$ cat config.mk
export PLATFORM = sky130hd
export DESIGN_NAME = cdb_arbiter
export DESIGN_NICKNAME = d
export VERILOG_FILES = /design/src/rtl/cdb_arbiter.sv
export SDC_FILE = /design/constraint.sdc
export NUM_CORES = 1
export LEC_CHECK = 0
export BUFFER_PORTS_ARGS = -buffer_cell sky130_fd_sc_hd__buf_2
export CORE_MARGIN = 2
export CORE_UTILIZATION = 44
export DETAILED_ROUTE_END_ITERATION = 16
export PLACE_DENSITY_LB_ADDON = 0.25
export SETUP_SLACK_MARGIN = 0.4
export SLEW_MARGIN = 5
export SYNTH_ARGS = -nofsm -noshare
export SYNTH_HDL_FRONTEND = slang
export SYNTH_SLANG_ARGS = --single-unit
export TNS_END_PERCENT = 10
$ cat constraint.sdc
create_clock -name clk -period 14.5 [get_ports clk]
set_clock_uncertainty 0.15 [all_clocks]
set_input_delay 2.175 -clock clk [delete_from_list [all_inputs] [get_ports clk]]
set_output_delay 2.175 -clock clk [all_outputs]
set_load 0.02 [all_outputs]
$ cat src/rtl/cdb_arbiter.sv
// cdb_arbiter: N-to-M common-data-bus arbiter for the out-of-order backend.
//
// Each functional unit pushes completed results into its own small FIFO. A
// round-robin arbiter drains up to NUM_CDB FIFO heads per cycle onto the
// broadcast ports consumed by the RAT, ROB, PRF and reservation stations.
// The CDB has no backpressure. Every valid beat is consumed.
//
// Ports:
//   clk, rst        clock, synchronous active-high reset
//   flush           backend flush; drops every buffered result
//   fu_valid/ready  per-FU push handshake
//   fu_rob_id, fu_rd_phy, fu_rd_arch, fu_rd_value
//                   packed per-FU payload, FU i at slice [i*W +: W]
//   cdb_valid       per-port broadcast valid
//   cdb_rob_id, cdb_rd_phy, cdb_rd_arch, cdb_rd_value
//                   packed per-port payload
//   cdb_src_fu      index of the FU that sourced each port
//
// Optional feature, enabled by defining CDB_ARB_STATS_EN:
//   stall_cnt       NUM_FU x 32 saturating counters of cycles with fu_valid && !fu_ready
//   bus_full_cnt    32-bit saturating counter of cycles in which every CDB port is valid
//   Both counters are cleared by rst only. Flush does not clear them.
module cdb_arbiter #(
  parameter int unsigned NUM_FU    = 4,
  parameter int unsigned NUM_CDB   = 2,
  parameter int unsigned BUF_DEPTH = 2,
  parameter int unsigned ROB_IDX_W = 5,
  parameter int unsigned PRF_IDX_W = 6,
  parameter int unsigned DATA_W    = 32,
  localparam int unsigned SrcW     = (NUM_FU > 1) ? $clog2(NUM_FU) : 1
) (
  input  logic                          clk,
  input  logic                          rst,
  input  logic                          flush,
  input  logic [NUM_FU-1:0]             fu_valid,
  output logic [NUM_FU-1:0]             fu_ready,
  input  logic [NUM_FU*ROB_IDX_W-1:0]   fu_rob_id,
  input  logic [NUM_FU*PRF_IDX_W-1:0]   fu_rd_phy,
  input  logic [NUM_FU*5-1:0]           fu_rd_arch,
  input  logic [NUM_FU*DATA_W-1:0]      fu_rd_value,
  output logic [NUM_CDB-1:0]            cdb_valid,
  output logic [NUM_CDB*ROB_IDX_W-1:0]  cdb_rob_id,
  output logic [NUM_CDB*PRF_IDX_W-1:0]  cdb_rd_phy,
  output logic [NUM_CDB*5-1:0]          cdb_rd_arch,
  output logic [NUM_CDB*DATA_W-1:0]     cdb_rd_value,
`ifdef CDB_ARB_STATS_EN
  output logic [NUM_FU*32-1:0]          stall_cnt,
  output logic [31:0]                   bus_full_cnt,
`endif
  output logic [NUM_CDB*SrcW-1:0]       cdb_src_fu
);

  localparam int unsigned ArchW = 5;
  localparam int unsigned PayW  = ROB_IDX_W + PRF_IDX_W + ArchW + DATA_W;
  localparam int unsigned PtrW  = $clog2(BUF_DEPTH);
  localparam int unsigned CntW  = PtrW + 1;
  localparam logic [CntW-1:0] FullCnt = CntW'(BUF_DEPTH);

  // Payload layout: {rob_id, rd_phy, rd_arch, rd_value}.
  logic [PayW-1:0] mem_q  [NUM_FU][BUF_DEPTH];
  logic [PtrW-1:0] wptr_q [NUM_FU];
  logic [PtrW-1:0] rptr_q [NUM_FU];
  logic [CntW-1:0] cnt_q  [NUM_FU];
  logic [SrcW-1:0] rr_q, rr_d;

  logic [PayW-1:0]   pay_in   [NUM_FU];
  logic [PayW-1:0]   head     [NUM_FU];
  logic [PayW-1:0]   port_pay [NUM_CDB];
  logic [SrcW-1:0]   port_fu  [NUM_CDB];
  logic [NUM_FU-1:0] push, pop, not_empty;
  logic              kill;

  // Reset and flush both freeze the handshake and the bus for the cycle.
  assign kill = rst | flush;

  // FIFO status, push handshake and head/payload views.
  always_comb begin
    for (int i = 0; i < NUM_FU; i++) begin
      pay_in[i] = {fu_rob_id[i*ROB_IDX_W +: ROB_IDX_W],
                   fu_rd_phy[i*PRF_IDX_W +: PRF_IDX_W],
                   fu_rd_arch[i*ArchW +: ArchW],
                   fu_rd_value[i*DATA_W +: DATA_W]};
      // Ready depends on count only, so a full FIFO refuses a push even while
      // it is being drained in the same cycle.
      fu_ready[i]  = (cnt_q[i] != FullCnt) && !kill;
      push[i]      = fu_valid[i] && fu_ready[i];
      not_empty[i] = (cnt_q[i] != '0);
      head[i]      = mem_q[i][rptr_q[i]];
    end
  end

  // Round-robin scan starting at rr_q. The n-th non-empty FIFO found takes
  // port n. Each FU appears once in the scan, so it gets at most one port.
  always_comb begin : arbitrate
    int unsigned n_grant;
    logic [SrcW:0] sum;
    logic [SrcW-1:0] fu_sel;
    n_grant   = 0;
    sum       = '0;
    fu_sel    = '0;
    pop       = '0;
    cdb_valid = '0;
    rr_d      = rr_q;
    for (int p = 0; p < NUM_CDB; p++) begin
      port_fu[p] = '0;
    end
    for (int off = 0; off < NUM_FU; off++) begin
      sum = {1'b0, rr_q} + (SrcW+1)'(off);
      if (sum >= (SrcW+1)'(NUM_FU)) begin
        sum = sum - (SrcW+1)'(NUM_FU);
      end
      fu_sel = sum[SrcW-1:0];
      if (!kill && not_empty[fu_sel] && (n_grant < NUM_CDB)) begin
        pop[fu_sel] = 1'b1;
        for (int p = 0; p < NUM_CDB; p++) begin
          if (n_grant == p) begin
            cdb_valid[p] = 1'b1;
            port_fu[p]   = fu_sel;
          end
        end
        // Pointer lands just past the last FU granted this cycle.
        rr_d    = (fu_sel == SrcW'(NUM_FU - 1)) ? '0 : fu_sel + SrcW'(1);
        n_grant = n_grant + 1;
      end
    end
  end

  // Drive granted heads onto the bus. Idle ports carry zeros.
  always_comb begin
    cdb_rob_id   = '0;
    cdb_rd_phy   = '0;
    cdb_rd_arch  = '0;
    cdb_rd_value = '0;
    cdb_src_fu   = '0;
    for (int p = 0; p < NUM_CDB; p++) begin
      port_pay[p] = cdb_valid[p] ? head[port_fu[p]] : '0;
      cdb_rob_id[p*ROB_IDX_W +: ROB_IDX_W] = port_pay[p][PayW-1 -: ROB_IDX_W];
      cdb_rd_phy[p*PRF_IDX_W +: PRF_IDX_W] = port_pay[p][DATA_W+ArchW +: PRF_IDX_W];
      cdb_rd_arch[p*ArchW +: ArchW]        = port_pay[p][DATA_W +: ArchW];
      cdb_rd_value[p*DATA_W +: DATA_W]     = port_pay[p][0 +: DATA_W];
      cdb_src_fu[p*SrcW +: SrcW]           = cdb_valid[p] ? port_fu[p] : '0;
    end
  end

  // FIFO pointers, counts and round-robin pointer.
  always_ff @(posedge clk) begin
    if (rst || flush) begin
      for (int i = 0; i < NUM_FU; i++) begin
        wptr_q[i] <= '0;
        rptr_q[i] <= '0;
        cnt_q[i]  <= '0;
      end
      rr_q <= '0;
    end else begin
      for (int i = 0; i < NUM_FU; i++) begin
        if (push[i]) begin
          wptr_q[i] <= wptr_q[i] + PtrW'(1);
        end
        if (pop[i]) begin
          rptr_q[i] <= rptr_q[i] + PtrW'(1);
        end
        unique case ({push[i], pop[i]})
          2'b10:   cnt_q[i] <= cnt_q[i] + CntW'(1);
          2'b01:   cnt_q[i] <= cnt_q[i] - CntW'(1);
          default: cnt_q[i] <= cnt_q[i];
        endcase
      end
      rr_q <= rr_d;
    end
  end

  // Storage needs no reset: the counts gate every read.
  always_ff @(posedge clk) begin
    for (int i = 0; i < NUM_FU; i++) begin
      if (push[i]) begin
        mem_q[i][wptr_q[i]] <= pay_in[i];
      end
    end
  end

`ifdef CDB_ARB_STATS_EN
  logic [31:0] stall_q [NUM_FU];
  logic [31:0] bus_full_q;

  always_ff @(posedge clk) begin
    if (rst) begin
      for (int i = 0; i < NUM_FU; i++) begin
        stall_q[i] <= '0;
      end
      bus_full_q <= '0;
    end else begin
      for (int i = 0; i < NUM_FU; i++) begin
        if (fu_valid[i] && !fu_ready[i] && (stall_q[i] != '1)) begin
          stall_q[i] <= stall_q[i] + 32'd1;
        end
      end
      if ((&cdb_valid) && (bus_full_q != '1)) begin
        bus_full_q <= bus_full_q + 32'd1;
      end
    end
  end

  always_comb begin
    for (int i = 0; i < NUM_FU; i++) begin
      stall_cnt[i*32 +: 32] = stall_q[i];
    end
  end

  assign bus_full_cnt = bus_full_q;
`endif

endmodule

==> results.yml <==
detailed_routing:
  viasPerCell: 5.85
  vias: 12900
  wl_per_cell_um: 23.9
  routed_wl_um: 52900
  ant_nets: 0
  first_iter_violations: 1258
  drcViolationCount: 0
  firstDrtPassIters: 9
pwr:
  irDropWorstVdd_v: 0.000102
  power.density_nw_per_um2: 138
  clkPwrFrac: 0.352
  p_switching_mw: 0.868
  intPower_mw: 2.13
  pwr-share-seq: 0.443
  leakage_nw: 7.88
  switching_share: 0.289
  pwr-share-comb: 0.204
worst_setup_path:
  reg2reg_setup_slack_ps: 8620
  slowest_delay_ps: 1040
  required_ps: 12180
  cpMostUsedCell: "buf_2"
  crit_path_end_kind: "output port"
  cp_cell_sequence: "buf_2, or2_2, nor2_2, ha_1, nor3_2, fa_1, nor3_1, o2111ai_1, and4_1, a21oi_1, and2_2, o22ai_1, buf_2"
  rr_worst_depth: 14
  worst-path-max-fanout: 48
  critPathSlowestCell: "and2_2"
  cp-start-kind: "input pin"
  cp.arrival_ps: 7470
  r2r_start: "rr_q[0]"
  criticalPathCategory: "in -> out"
  rr_endpoint: "cnt_q[3][0]"
clock_tree:
  path_clk_slew_ps: 60
  cts_resized: 0
  cts_buffer_depth: 3
  cts_buffers: 45
  h-tree-depth: 2
  ctsHoldBuffers: 0
  postCtsSetupRepairBufs: 0
  cts.sinks: 402
  cts_tree: "yes"
  clk-insertion-delay-late_ps: 560
  clockRootBuffer: "clkbuf_16"
logic_synthesis:
  ys.flop_type: "edfxtp_1"
  synth_seq_area_share: 0.657
  synth_top_area_frac: 0.654
  netlist_instances: 1362
  syn-cell-area_um2: 18400
  synth-edff-count: 400
  ys_ff_latch: 402
  yosysWarnings: 0
  synth_area_leader_cell: "edfxtp_1"
  synth_area_per_cell_um2: 13.5
  yosys-top-cells-area: "edfxtp_1 65%, mux2_2 5.9%, o22ai_1 5.9%"
  ys_async_sr_fraction: 0
  syn_nets: 1580
  ys_types: 57
finish:
  drive_above_1_share: 0.316
  area_growth_pct: 18.4
  final_cell_mix: "400 x edfxtp_1, 304 x buf_2, 209 x nand2_1"
  final_area_um2: 21700
  fin_util: 0.530
  nets: 1850
  final_common_cell: "edfxtp_1"
sta:
  worst_slew_pin_slew_ps: 1340
  layout_min_cycle_time_ps: 9790
  fmax_mhz: 102
  fin_tns_setup_ps: 0
  finalHoldViolCount: 0
  drv_slew: 0
  fin_ws_ps: 4710
  setup_violations: 0
  relSlewSlack: 0.101
  rsz0062_at_grt: "no"
  timing.final.crit_share: 0.675
  hold_ws_ps: 421
outcome:
  outcome: "finished clean"
floorplan:
  core_um2: 41000
  placementRows: 74
  io_pins: 305
  die_height_um: 208
  start_util: 0.447
  dieArea_um2: 43400
  die_w_um: 208
place:
  dpl.hpwl_um: 33800
  place.gp.congestion: 0.909
  port_buffers: 304
  dp_slack_ps: 4820
  placedInstanceArea_um2: 20300
flow_run:
  cap_violations: 0
worst_hold_path:
  hold_end: "cnt_q[3][0]"
  hp-start: "cnt_q[3][0]"
  worstHoldPathCells: 1
  min_path_type: "reg -> reg"
global_routing:
  grt_pass1_wl_um: 78700
  grt_max_degree: 82
  grt_pass1_vias: 13000
  antenna_found_initial: 22
  grt-ovfl-total: 0
  grt_usage: 0.240
[metrics by stage]
step,cells,total power [mW]
6_report,2209,3.00
5_1_grt,2205,3.11
4_1_cts,2198,3.02
3_5_place_dp,2117,1.96
3_3_place_gp,2117,1.96
2_1_floorplan,1362,1.76
[critical path: cells and delay by family]
family          cells  cell delay, ps
simple gates        6            3120
compound gates      3             820
fa+ha+maj           2             930
buf+inv             2             380
[synthesized netlist by cell type (3+ instances only)]
cell type	n
o21ai_1	13
buf_1	7
mux2i_1	97
and3_1	6
nor2_1	26
a211oi_1	3
buf_6	3
a22o_1	3
nand3b_1	3
nand4_1	4
a221o_1	3
a21oi_1	10
mux4_2	4
edfxtp_1	400
or2_2	4
inv_1	16
nor3_1	7
o22ai_2	20
nor3b_1	4
o21ai_0	90
xnor2_1	5
and2_1	5
ha_1	18
clkbuf_1	67
nand2_1	211
buf_4	4
buf_2	23
mux2_2	96
o2111ai_1	4
o22ai_1	172
a31oi_1	3
[power by group through the flow]
stage	logic (mW)	clock network [mW]	registers [mW]
finish	0.614	1.06	1.33
global route	0.655	1.12	1.33
global placement	0.604	0	1.35
detailed placement	0.608	0	1.35
floorplan	0.408	0	1.35
CTS	0.611	1.08	1.33
[cell type report]
class                           instances  area (um^2)
Antenna cell                           11         27.5
Clock buffer                           59         1220
Clock inverter                         22          130
Fill cell                            3500        19300
Inverter                               16         60.1
Multi-Input combinational cell        840         5880
Sequential cell                       402        12100
Tap cell                              532          666
Timing Repair Buffer                  327         1690
[cells by family (layout without fill, tap and decap cells)]
family / count (synthesis) / after routing / synth area share
AO/OA/AOI/OAI: 333 / 333 / 0.116
flip-flops: 402 / 402 / 0.657
buffers and inverters: 120 / 424 / 0.0282
multiplexers: 197 / 197 / 0.117
other: 0 / 11 / 0
AND/OR/NAND/NOR: 285 / 285 / 0.0661
XOR/XNOR: 6 / 6 / 0.00286
adder cells (fa/ha/maj): 19 / 19 / 0.0134
[worst max-delay path by stage]
| stage | from | endpoint | slack, ps | depth (start not counted) |
|---|---|---|---|---|
| after global placement | rst | cdb_rob_id[2] | 4880 | 13 |
| final | rst | cdb_rob_id[2] | 4710 | 13 |
| after detailed placement | rst | cdb_rob_id[2] | 4820 | 13 |
| after global routing | rst | cdb_rob_id[2] | 4490 | 13 |
| after CTS | rst | cdb_rob_id[2] | 4810 | 13 |
| after floorplan | flush | cdb_rd_phy[11] | 6370 | 13 |
[flip-flops by register name, summed over array words and instances (netlist names)]
signal and cells:
mem_q 384, cnt_q 8, rptr_q 4, wptr_q 4
rr_q 2
[per-layer routing]
layer / vias up / track usage / wire length (um)
li1: 5816 / - / -
met1: 6369 / 0.307 / 21400
met2: 619 / 0.401 / 25900
met3: 99 / 0.0560 / 4180
met4: 18 / 0.0829 / 1270
met5: - / 0 / 121
Note: power is estimated with default switching activity, not from simulation.
